==> config.mk <==
export PLATFORM = sky130hd
export DESIGN_NAME = ldr_hit_detector
export DESIGN_NICKNAME = d
export VERILOG_FILES = /design/src/rtl/ldr_hit_detector.sv
export SDC_FILE = /design/constraint.sdc
export NUM_CORES = 1
export LEC_CHECK = 0
export ABC_AREA = 1
export CORE_ASPECT_RATIO = 0.6
export CORE_MARGIN = 4
export CORE_UTILIZATION = 30
export DETAILED_ROUTE_END_ITERATION = 8
export GPL_TIMING_DRIVEN = 0
export PLACE_DENSITY = 0.57
export SYNTH_ARGS = -nofsm -noshare
export SYNTH_HDL_FRONTEND = slang
export SYNTH_SLANG_ARGS = --single-unit
==> constraint.sdc <==
create_clock -name clk -period 4.2 [get_ports clk]
set_input_delay 0.63 -clock clk [delete_from_list [all_inputs] [get_ports clk]]
set_output_delay 0.63 -clock clk [all_outputs]
set_load 0.01 [all_outputs]
==> src/rtl/ldr_hit_detector.sv <==
// Laser target front end: synchronizes, debounces and edge-detects the LDR channels, then reports one hit per shot with a hold-off.
// Optional miss reporting is enabled by defining LDR_MISS_REPORT_EN.
module ldr_hit_detector #(
    parameter int N_SENSORS       = 7,
    parameter int DEBOUNCE_CYCLES = 1000,
    parameter int HOLDOFF_CYCLES  = 5000
) (
    input  logic                 clk,
    input  logic                 rst,
    input  logic [N_SENSORS-1:0] ldr_sensors,
    input  logic                 arm,
    input  logic [2:0]           target_sel,
    input  logic                 hit_ack,
    output logic                 hit_valid,
    output logic [2:0]           hit_id,
    output logic                 hit_on_target,
    output logic [N_SENSORS-1:0] lit
);

    localparam int CW = $clog2(DEBOUNCE_CYCLES) + 1;
    localparam int HW = $clog2(HOLDOFF_CYCLES) + 1;
    localparam logic [CW-1:0] CNT_LAST  = CW'(DEBOUNCE_CYCLES - 1);
    localparam logic [HW-1:0] HOLD_LOAD = HW'(HOLDOFF_CYCLES - 1);

    typedef enum logic [1:0] {
        IDLE    = 2'd0,
        ARMED   = 2'd1,
        REPORT  = 2'd2,
        HOLDOFF = 2'd3
    } state_t;

    state_t                state, state_nx;
    logic [N_SENSORS-1:0]  s1, s2, lit_d, rise;
    logic [CW-1:0]         cnt [N_SENSORS];
    logic [HW-1:0]         hcnt, hcnt_nx;
    logic                  valid_nx, on_nx;
    logic [2:0]            id_nx;
    logic [7:0]            rise_ext;
    logic                  tgt_rise;

    // two-flop synchronizer, inverting so that 1 means laser present
    always_ff @(posedge clk or posedge rst) begin
        if (rst) begin
            s1 <= '0;
            s2 <= '0;
        end else begin
            s1 <= ~ldr_sensors;
            s2 <= s1;
        end
    end

    // per-channel debounce: level follows s2 only after a full stable run
    always_ff @(posedge clk or posedge rst) begin
        if (rst) begin
            lit <= '0;
            for (int i = 0; i < N_SENSORS; i++) begin
                cnt[i] <= '0;
            end
        end else begin
            for (int i = 0; i < N_SENSORS; i++) begin
                if (s2[i] == lit[i]) begin
                    cnt[i] <= '0;
                end else if (cnt[i] == CNT_LAST) begin
                    lit[i] <= s2[i];
                    cnt[i] <= '0;
                end else begin
                    cnt[i] <= cnt[i] + CW'(1);
                end
            end
        end
    end

    // delayed level for rising-edge detection
    always_ff @(posedge clk or posedge rst) begin
        if (rst) begin
            lit_d <= '0;
        end else begin
            lit_d <= lit;
        end
    end

    assign rise = lit & ~lit_d;

    // zero-extended so out-of-range target_sel selects a constant 0
    always_comb begin
        rise_ext                = 8'd0;
        rise_ext[N_SENSORS-1:0] = rise;
        tgt_rise                = rise_ext[target_sel];
    end

`ifdef LDR_MISS_REPORT_EN
    logic       miss_found;
    logic [2:0] miss_id;

    // lowest-indexed rising channel, used when the target did not fire
    always_comb begin
        miss_found = 1'b0;
        miss_id    = 3'd0;
        for (int i = N_SENSORS - 1; i >= 0; i--) begin
            miss_id    = rise[i] ? 3'(i) : miss_id;
            miss_found = miss_found | rise[i];
        end
    end
`endif

    // next-state and capture logic for the hit reporting FSM
    always_comb begin
        state_nx = state;
        valid_nx = hit_valid;
        id_nx    = hit_id;
        on_nx    = hit_on_target;
        hcnt_nx  = hcnt;
        case (state)
            IDLE: begin
                if (arm) begin
                    state_nx = ARMED;
                end else begin
                    state_nx = IDLE;
                end
            end
            ARMED: begin
                if (!arm) begin
                    state_nx = IDLE;
                end else if (tgt_rise) begin
                    state_nx = REPORT;
                    valid_nx = 1'b1;
                    id_nx    = target_sel;
                    on_nx    = 1'b1;
`ifdef LDR_MISS_REPORT_EN
                end else if (miss_found) begin
                    state_nx = REPORT;
                    valid_nx = 1'b1;
                    id_nx    = miss_id;
                    on_nx    = 1'b0;
`endif
                end else begin
                    state_nx = ARMED;
                end
            end
            REPORT: begin
                if (hit_ack) begin
                    state_nx = HOLDOFF;
                    valid_nx = 1'b0;
                    hcnt_nx  = HOLD_LOAD;
                end else begin
                    state_nx = REPORT;
                end
            end
            HOLDOFF: begin
                if (hcnt == '0) begin
                    state_nx = arm ? ARMED : IDLE;
                end else begin
                    hcnt_nx  = hcnt - HW'(1);
                end
            end
            default: begin
                state_nx = IDLE;
                valid_nx = 1'b0;
            end
        endcase
    end

    // FSM state and registered event outputs
    always_ff @(posedge clk or posedge rst) begin
        if (rst) begin
            state         <= IDLE;
            hcnt          <= '0;
            hit_valid     <= 1'b0;
            hit_id        <= 3'd0;
            hit_on_target <= 1'b0;
        end else begin
            state         <= state_nx;
            hcnt          <= hcnt_nx;
            hit_valid     <= valid_nx;
            hit_id        <= id_nx;
            hit_on_target <= on_nx;
        end
    end

endmodule

---- Yosys cells after proc, flatten, opt, wreduce, memory -nomap -nowiden ----
Cells that the tools add are included.
storage, ports and cells
  logic and storage cells ................. 106
  flip-flop bits (word level) ............. 126
cells by class
  eq/ne operators ......................... 22
  $lt $le $gt $ge ......................... 1
  reductions and logical operators ........ 14
  muxes and demuxes ....................... 29
  $add $sub $neg .......................... 8
  bitwise operators ....................... 10
operators with widths
  kind                   count
  $mux 11                14
  $add 11x1->11 const B  7
  $eq 11x10->1 const B   7
  $mux 14                2
  $pmux 14 s2            1
  $logic_not 14->1       1
  $not 7->7              2
  $reduce_and 2->1       7
  $sub 14x1->14 const B  1
  $ne 2x2->1 const B     5
  $pmux 2 s4             1
  $and 7x7->7            1
  $eq 1x1->1             7
  $not 1->1              7
  $mux 1                 6
  $mux 2                 3
  $reduce_and 3->1       2
  $eq 2x2->1 const B     2
  $lt 3x4->1 const B     1
  $reduce_and 4->1       1
  $reduce_bool 2->1      2
  $bmux 1 s3             1
  $eq 2x1->1 const B     1
  $logic_not 2->1        1
  $pmux 1 s2             1

---- Logic depth before layout (Yosys ltp) ----
  depth in word-level cells ............... 7
  depth in mapped cells ................... 10

---- Worst setup path after synthesis ----
OpenSTA, ideal clock, no wires.
  kind .................................... register -> register
  start point ............................. reg hcnt[0]
  end point ............................... reg hcnt[9]
  stages on the path, launching flop included .. 11
  buffers on the path ..................... 1
  slack ................................... 2.624 ns
  clock period less this slack ............ 1.576 ns
  data arrival time ....................... 1.456 ns
  data required time ...................... 4.081 ns
  cells stage by stage .................... dfrtp_1 -> inv_1 -> ha_1 -> nand2_2 -> nor2_4 -> nand3_4 -> nand3_2 -> nand2_2 -> buf_6 -> nand2_1 -> o21ai_2
on the way
  longest elaborated chain between the ends .. 3
  elaborated cells between the ends (all ways) .. 6
  classes of those cells .................. add/sub: 1; eq/ne: 1; mux: 2; reduce/logical: 2
ends and longest elaborated chain
  item                                                      line      text
  start, declared                                           35        logic [HW-1:0] hcnt, hcnt_nx;
  start signal, assigned                                    173       hcnt <= hcnt_nx;
  $sub 14x1->14 / $logic_not 14->1 (equally long branches)  153, 150
  $mux 14 / $ne 2x2->1 (equally long branches)              --
  $pmux 14 s2 / $reduce_and 3->1 (equally long branches)    --
Parallel ways exist; a longest one is shown, timed or not. The select of a mux whose other input is x is not followed.
A chain may end at the register's enable or synchronous reset.

---- Worst setup path after layout ----
  start point ............................. reg lit[6]
  end point ............................... out lit[6]
RTL lines
  item                             line  text
  start, declared                  17    output logic [N_SENSORS-1:0] lit
  start signal, assigned by index  64    lit[i] <= s2[i];
No word-level cell between the ends.

==> out/summary.txt <==
Required @ worst endpoint -> 3.57 ns
Detail Route Antenna Nets -> 0
Startpoint Class -> flip-flop
Skew final -> 0.0111 ns
Synth Flop Type -> dfrtp_1
Fill cell count -> 1985
Detailed Routing Iterations Pass 1 -> 5
Post-synth EDFFs -> 0
M1 GR Usage -> 17.8%
Starting Density -> 31.1%
Synth-to-Final Area Change -> 20.9%
Critical path arrival -> 1.50 ns
Multi-input gate area -> 2470 sq um
MaxCap Viol Count -> 0
TritonCTS clock tree -> done
Most frequent cells in the layout -> 134 x nand2_1, 126 x dfrtp_1, 116 x nor2_1
Crit path max-delay cell type -> clkdlybuf4s50_1
Die Wd -> 191 um
Post-CTS resize count -> 0
Place WS -> 1.99 ns
GRT overflow -> 0
Busiest layer in global routing -> met1
Total power -> 2.94 mW
Post-synthesis cell type count -> 30
Post-CTS Setup Bufs -> 0
FF/Latch Area -> 3150 sq um
Synthesized flop and latch total -> 126
Hold Path Class -> flip-flop to flip-flop
Ys async rst share -> 100%
Total GRT Usage -> 11.5%
Most common cell after layout, fill and taps aside -> nand2_1
Final setup violation count -> 0
Routed WL -> 11900 um
Buffers on Ports -> 25
Syn Area/Cell -> 8.48 sq um
Clk pin slew, worst setup/hold paths -> 0.05 ns
Syn_nets -> 733
H-tree depth -> 4
Maximum net fanout on the critical path -> 6
Met2 Use GR -> 15.2%
Max Clk Rate -> 0.469 GHz
Gpl congestion -> 0.832
Final period util -> 50.8%
Crit Path Class -> flip-flop to primary output
Slew HR -> 64.3%
Worst path cell trace -> clkdlybuf4s50_1
Top-level port count -> 26
Ys Warns -> 0
Slew of the pin with the lowest slew margin -> 0.535 ns
Buffers & Inverters on Critical Path -> 1
Mapped cell area -> 6000 sq um
Crit path max-delay family -> buffers and inverters
Vias in the first global route -> 4327
Grt met3 use -> 3.47%
Nets -> 778
Tmin final -> 2.13 ns
Largest net degree at the start of global routing -> 70
DR DRC count -> 0
Clk buf depth -> 2
Peak VDD IR -> 0.267 mV
Outcome -> completed
CTS Hold Bufs -> 0
PD cells -> 405 nW/um^2
Root Buffer -> clkbuf_16
RSZ-0062 raised after global routing -> false
Final WS setup -> 2.07 ns
Clock latency at the later pin of the worst-skew pair -> 0.41 ns
Slew Viols, Final -> 0
Via Count -> 4522
Die height -> 118 um
N_diodes -> 0
HPWL Detailed -> 8470 um
Final Hold Viols -> 0
LEAKAGE -> 3.30 nW
Synth Instances -> 708
Core box area -> 19300 sq um
CP peak stage delay -> 0.60 ns
Mean routed wirelength per cell -> 11.5 um
Number of DRC markers in iteration 0 -> 296
Initial antenna violation count -> 0
TritonCTS Buffers -> 17
# clock sinks -> 126
Row count -> 39
Post-synthesis sequential area ratio -> 52.5%
Share of cells above drive strength 1 -> 7.18%
Vias per cell -> 4.38
Global-route wire length before repair -> 21000 um
Die ar. -> 22400 sq um
Crit. End Element -> primary output
## cells in the mapped netlist (2+ instances only)
cell type  number  area [sq um]
nand3_2         3          30.0
o21ai_0        16          80.1
buf_6           2          22.5
and3_1          2          12.5
nand4_1        16           100
dfrtp_1       126          3150
nor3_1         34           170
nand2_1       134           503
xnor2_1         3          26.3
xor2_1         30           263
a21oi_1        25           125
o21ai_2         6          52.6
nand3_1        58           290
ha_1           11           138
mux2_2          3          33.8
a31oi_1         2          12.5
nand2_2         2          12.5
inv_1          94           353
nor3b_1        10          75.1
nor2_2          2          12.5
or2_2           2          12.5
nor2_1        116           435
nor4_1          4          25.0
## cell families after synthesis
kind of cell	Yosys count	synth area share, %
xor+xnor	33	4.81
mux	3	0.563
flops	126	52.5
buf+inv	97	6.33
fa+ha+maj	11	2.29
compound gates	51	4.75
simple gates	387	28.7
## per-layer routing
metal | routed length (um) | share of wire (%)
met5 | 0 | 0
met4 | 99 | 0.83
met1 | 6670 | 56
met3 | 569 | 4.8
met2 | 4520 | 38
## metrics by stage
step	hold slack (ns)	std cells	utilization, %	TNS [ns]	instance area (sq um)
6_report	0.345	1032	37.6	0	7260
5_1_grt	0.356	1032	37.6	0	7260
4_1_cts	0.347	1032	37.6	0	7260
3_5_place_dp	0.335	1000	34.3	0	6620
3_3_place_gp	0.334	999	34.1	-220.70	6590
2_1_floorplan	0.331	708	-	0	6000
## flip-flops by register name, summed over array words and instances, names as in the netlist
name	cells
hit_on_target	1
lit	7
hcnt	14
state	2
s1	7
cnt	77
s2	7
hit_id	3
hit_valid	1
lit_d	7
## power by group
| part | internal [mW] | switching (mW) |
|---|---|---|
| combinational | 0.0324 | 0.0605 |
| sequential | 1.24 | 0.0174 |
| clock | 1.07 | 0.527 |
## final timing paths
kind | from | slack [ns] | cells past startpoint | end
worst max-delay path | lit[6] | 2.07 | 1 | lit[6]
worst min-delay path | s1[0] | 0.34 | 0 | s2[0]
worst max register to register | hcnt[0] | 2.34 | 10 | hcnt[9]
worst min register to register | s1[0] | 0.34 | 0 | s2[0]
max in group asynchronous | rst | 2.86 | 3 | hcnt[1]
min in group asynchronous | rst | 0.65 | 2 | cnt[21]
## layout make-up
| class | count | share of cell area [%] |
|---|---|---|
| clock buffer | 21 | 6.20 |
| timing repair buffer | 26 | 3.83 |
| inverter | 94 | 4.93 |
| multi-input combinational | 485 | 34.0 |
| buffer | 3 | 0.379 |
| sequential | 126 | 43.4 |
| tap | 266 | 4.58 |
| clock inverter | 11 | 2.60 |
Note: power is estimated with default switching activity, not from simulation.
